--- src/rtl/vga_sync_gen.sv ---
// vga_sync_gen
// ------------
// Free-running VGA raster timing generator. Owns the horizontal (h) and
// vertical (v) counters, drives the sync pins and produces the HReset/VReset
// strobes that the drawing blocks use to track their own pixel coordinates.
//
// Ports
//   i_Clk      pixel clock, rising-edge active
//   i_Rst_n    asynchronous active-low reset, forces the raster to (0,0)
//   i_ClkEn    pixel advance enable; everything holds while low
//   o_HSync    horizontal sync pin (p_SYNC_ACTIVE during the sync pulse)
//   o_VSync    vertical sync pin (p_SYNC_ACTIVE during the sync lines)
//   o_HReset   high during the last pixel of every line
//   o_VReset   high for the whole last line of the frame
//   o_Visible  high inside the visible window
//   o_X, o_Y   current column / row
//
// All outputs are registered and cycle-aligned with the counters: the decode
// is computed from the next counter values and loaded on the same edge as
// the counters themselves, so no output lags its coordinate.
module vga_sync_gen #(
  parameter int   p_H_VISIBLE   = 640,
  parameter int   p_H_FRONT     = 16,
  parameter int   p_H_SYNC      = 96,
  parameter int   p_H_BACK      = 48,
  parameter int   p_V_VISIBLE   = 480,
  parameter int   p_V_FRONT     = 10,
  parameter int   p_V_SYNC      = 2,
  parameter int   p_V_BACK      = 33,
  parameter logic p_SYNC_ACTIVE = 1'b0
) (
  input  logic       i_Clk,
  input  logic       i_Rst_n,
  input  logic       i_ClkEn,
  output logic       o_HSync,
  output logic       o_VSync,
  output logic       o_HReset,
  output logic       o_VReset,
  output logic       o_Visible,
  output logic [9:0] o_X,
  output logic [9:0] o_Y
);

  localparam int H_TOTAL = p_H_VISIBLE + p_H_FRONT + p_H_SYNC + p_H_BACK;
  localparam int V_TOTAL = p_V_VISIBLE + p_V_FRONT + p_V_SYNC + p_V_BACK;

  // Boundaries are kept 11 bits wide so a sync window ending exactly at
  // 1024 still compares correctly against a 10-bit counter.
  localparam logic [9:0]  L_H_LAST     = 10'(H_TOTAL - 1);
  localparam logic [9:0]  L_V_LAST     = 10'(V_TOTAL - 1);
  localparam logic [10:0] L_H_VIS      = 11'(p_H_VISIBLE);
  localparam logic [10:0] L_V_VIS      = 11'(p_V_VISIBLE);
  localparam logic [10:0] L_HS_START   = 11'(p_H_VISIBLE + p_H_FRONT);
  localparam logic [10:0] L_HS_END     = 11'(p_H_VISIBLE + p_H_FRONT + p_H_SYNC);
  localparam logic [10:0] L_VS_START   = 11'(p_V_VISIBLE + p_V_FRONT);
  localparam logic [10:0] L_VS_END     = 11'(p_V_VISIBLE + p_V_FRONT + p_V_SYNC);

  logic [9:0] r_h;
  logic [9:0] r_v;
  logic       r_HSync;
  logic       r_VSync;
  logic       r_HReset;
  logic       r_VReset;
  logic       r_Visible;

  logic [9:0] w_h_nxt;
  logic [9:0] w_v_nxt;
  logic       w_hsync_nxt;
  logic       w_vsync_nxt;
  logic       w_hreset_nxt;
  logic       w_vreset_nxt;
  logic       w_visible_nxt;

  // Next raster position: h wraps at the end of the line and carries into v,
  // which wraps at the end of the frame in the same edge.
  always_comb begin
    w_h_nxt = r_h + 10'd1;
    w_v_nxt = r_v;
    if (r_h == L_H_LAST) begin
      w_h_nxt = 10'd0;
      if (r_v == L_V_LAST) begin
        w_v_nxt = 10'd0;
      end else begin
        w_v_nxt = r_v + 10'd1;
      end
    end
  end

  // Decode of the next position, registered alongside the counters.
  // VSync depends only on v, so it naturally changes only at the h wrap.
  always_comb begin
    w_visible_nxt = ({1'b0, w_h_nxt} < L_H_VIS) && ({1'b0, w_v_nxt} < L_V_VIS);
    w_hsync_nxt   = (({1'b0, w_h_nxt} >= L_HS_START) && ({1'b0, w_h_nxt} < L_HS_END))
                    ? p_SYNC_ACTIVE : ~p_SYNC_ACTIVE;
    w_vsync_nxt   = (({1'b0, w_v_nxt} >= L_VS_START) && ({1'b0, w_v_nxt} < L_VS_END))
                    ? p_SYNC_ACTIVE : ~p_SYNC_ACTIVE;
    w_hreset_nxt  = (w_h_nxt == L_H_LAST);
    w_vreset_nxt  = (w_v_nxt == L_V_LAST);
  end

  // Counter / output register stage. Reset values equal the decode of (0,0).
  always_ff @(posedge i_Clk or negedge i_Rst_n) begin
    if (!i_Rst_n) begin
      r_h       <= 10'd0;
      r_v       <= 10'd0;
      r_Visible <= 1'b1;
      r_HSync   <= ~p_SYNC_ACTIVE;
      r_VSync   <= ~p_SYNC_ACTIVE;
      r_HReset  <= 1'b0;
      r_VReset  <= 1'b0;
    end else if (i_ClkEn) begin
      r_h       <= w_h_nxt;
      r_v       <= w_v_nxt;
      r_Visible <= w_visible_nxt;
      r_HSync   <= w_hsync_nxt;
      r_VSync   <= w_vsync_nxt;
      r_HReset  <= w_hreset_nxt;
      r_VReset  <= w_vreset_nxt;
    end
  end

  assign o_X       = r_h;
  assign o_Y       = r_v;
  assign o_Visible = r_Visible;
  assign o_HSync   = r_HSync;
  assign o_VSync   = r_VSync;
  assign o_HReset  = r_HReset;
  assign o_VReset  = r_VReset;

endmodule

--- config.mk ---
export PLATFORM = sky130hd
export DESIGN_NAME = vga_sync_gen
export DESIGN_NICKNAME = d
export VERILOG_FILES = /design/src/rtl/vga_sync_gen.sv
export SDC_FILE = /design/constraint.sdc
export NUM_CORES = 1
export LEC_CHECK = 0
export CORE_MARGIN = 5
export CORE_UTILIZATION = 42
export CTS_CLUSTER_DIAMETER = 150
export DETAILED_ROUTE_END_ITERATION = 8
export GPL_ROUTABILITY_DRIVEN = 0
export PLACE_DENSITY = 0.67
export SYNTH_ARGS = -nofsm -noshare
export SYNTH_HDL_FRONTEND = slang
export SYNTH_SLANG_ARGS = --single-unit
--- constraint.sdc ---
create_clock -name i_Clk -period 2.4 [get_ports i_Clk]
set_clock_uncertainty 0.15 [all_clocks]
set_input_delay 0.6 -clock i_Clk [delete_from_list [all_inputs] [get_ports i_Clk]]
set_output_delay 0.6 -clock i_Clk [all_outputs]
set_load 0.005 [all_outputs]
==> flow_metrics.tcl <==
set metrics [dict create \
    status "finished, final reports clean" \
    busiest_layer "met1" \
    ys_warn_count 0 \
    crit_required_ps 2430 \
    end_kind "flip-flop" \
    ant_nets 0 \
    ys_dominant_reg_cell "dfrtp_1" \
    synth_area_leaders "dfrtp_1 31%, nand3_1 5.7%, xnor2_1 5.4%" \
    start_util_pct 43.88 \
    grt_max_degree 27 \
    grtUsageMet3_pct 1.602 \
    synth_area_mm2 0.001768 \
    grt_first_pass_wirelength_um 7935 \
    setup_viol 0 \
    ys_ff_latch 25 \
    fin_tns_setup_ps 0 \
    drv_cap 0 \
    rsz0062_at_grt "true" \
    rows 23 \
    drt_iter0_drc 172 \
    n_antenna_cell 0 \
    final_max_slew_viol_count 0 \
    ys_types 46 \
    power.density_mw_per_mm2 520.7 \
    slew_headroom_pct 70.65 \
    synth_top_area_share_pct 31.14 \
    antenna_found_initial 0 \
    ys_seq_area_share_pct 35.60 \
    cts_root_buf "clkbuf_8" \
    synth-async-reset-ratio_pct 100.0 \
    min_period_over_period_pct 99.24 \
    clkSinkCount 25 \
    cts_hold_buf 0 \
    hold_violations 0 \
    tightest_slew_ps 438.7 \
    grt_util_met1_pct 27.68 \
    totalWireLength_um 4961 \
    cp.arrival_ps 2420 \
    numCtsBuffers 3 \
    synth_cells 214 \
    cts_tree "built" \
    p_leak_nw 0.9519 \
    fp.dieArea_mm2 0.005607 \
    clock_latency_ps 280 \
    nets 271 \
    ir_worst_vdd_uv 464.5 \
    fin_area_mm2 0.002445 \
    grtUsageMet2_pct 27.18 \
    synth-edff-count 0 \
    io_pins 28 \
    area_growth_pct 38.29 \
    dpl_cell_area_mm2 0.002257 \
    fin_util_pct 60.68 \
    core_region_area_mm2 0.004029 \
    die_w_um 74.88 \
    fp.dieH_um 74.88 \
    final_layout_size_suffix_gt1_share_pct 25.10 \
    port_buffers 27 \
    grt_overflow 0 \
    yosysTopAreaCell "dfrtp_1" \
    crit_type "flip-flop to flip-flop" \
    drt_first_pass_iters 4 \
    start_kind "flip-flop" \
    grt_usage_pct 18.06 \
    holdCritPathClass "flip-flop to flip-flop" \
    fin_cells 313 \
    drc 0 \
    hpwlAfterDp_um 3397 \
    min_period_ps 2382 \
    clk_pin_slew_worst_paths_ps 90 \
    grt_pass1_vias 1613 \
    routed_via_density 5.719 \
    clockBufferDepth 2 \
    num_vias 1790 \
    cp_max_fo 10 \
    max_freq_ghz 0.4199 \
    htreeDepth 1 \
    syn_nets 221 \
    avgSynthCellArea_um2 8.261 \
    wl_per_cell_um 15.85 \
    dp.cells 304 \
]
[cell usage in the layout, fill, tap and decap left out, types with 4 or more instances in the layout]
cell type / n
nor3_2: 4
xor2_1: 4
a31oi_1: 4
buf_4: 32
nor2_1: 16
xnor2_1: 9
nand3_1: 19
o21ai_1: 9
inv_1: 5
nand2_1: 22
o21ai_0: 10
nor3_1: 7
a21oi_1: 4
nand4_1: 6
clkdlybuf4s50_1: 27
dfrtp_1: 19
[critical path, cell delays in order, from the launching register on]
cell and delay, ps:
dfrtp_1 430, buf_4 200, nand2_1 130, nor3_2 240, nand3_1 150, xnor2_2 180
or4_4 540, o41ai_4 280
[what timing repair did]
item	4_1_cts	5_1_grt
endpoints found under the setup margin	0	4
gates resized for setup	0	21
setup buffers	0	5
[cells in the mapped netlist, drive strengths merged, types with 2 or more instances]
cell / n
dfrtp: 22
o2111ai: 2
a21oi: 4
o21ai: 19
o21a: 2
and3: 4
clkbuf: 9
inv: 7
and2: 3
nand3: 20
buf: 6
xor2: 5
nand2b: 4
nor4: 3
a31oi: 4
nor2: 17
dfstp: 3
nand4: 6
xnor2: 11
o22ai: 3
nand2: 22
ha: 4
o31ai: 3
o41ai: 2
nor3: 12
and4: 2
or4: 2
[registers in the layout, summed over array words and instances (netlist names)]
register	flops
o_X	10
o_Y	10
o_HReset	1
o_HSync	1
o_VReset	1
o_VSync	1
o_Visible	1
[layout make-up]
| type | instances | area [µm²] |
|---|---|---|
| clock buffer | 4 | 45.04 |
| fill | 353 | 1584 |
| multi-input combinational | 167 | 1147 |
| timing repair buffer | 60 | 530.5 |
| tap | 50 | 62.56 |
| sequential | 25 | 633.1 |
| inverter | 7 | 26.28 |
[metal layers]
layer,share of wire (%),vias up
met1,46,842
met4,2.3,0
met3,5.6,8
li1,-,874
met2,46,66
met5,0,-
[path summary, 6_finish.rpt]
| check | from | to | slack [ps] | cells after the start |
|---|---|---|---|---|
| worst max-delay path | o_Y[3] | o_VReset | 20 | 7 |
| worst min-delay path | o_HSync | o_HSync | 350 | 2 |
| worst max register to register | o_Y[3] | o_VReset | 20 | 7 |
| worst min register to register | o_HSync | o_HSync | 350 | 2 |
| max in group asynchronous | i_Rst_n | o_Visible | 1270 | 2 |
| min in group asynchronous | i_Rst_n | o_Y[0] | 530 | 2 |
[through the flow]
stage / hold slack [ps] / setup slack [ps] / total power (W)
after floorplan: 154.4 / 20.07 / 0.0007487
after global placement: 335.9 / 117.6 / 0.0009903
after detailed placement: 324.2 / 113.5 / 0.0009941
after CTS: 349.8 / 69.32 / 0.001263
after global routing: 364.2 / -63.63 / 0.001344
final: 348.7 / 18.23 / 0.001273
[logic make-up (layout without fill, tap and decap cells)]
logic type / Yosys count / in the layout / share of synthesized area, %
buf+inv: 22 / 71 / 5.945
simple gates: 99 / 99 / 29.02
mux: 2 / 2 / 1.203
xor+xnor: 16 / 16 / 7.926
compound gates: 46 / 46 / 17.48
flops: 25 / 25 / 35.60
fa+ha+maj: 4 / 4 / 2.831
[power breakdown]
| group | switching, W | internal [W] |
|---|---|---|
| clock network | 0.000144 | 0.000119 |
| registers | 0.0000306 | 0.000471 |
| logic | 0.000248 | 0.000260 |
| total | 0.000423 | 0.000850 |
No activity file was read; power rests on OpenSTA's default activity.
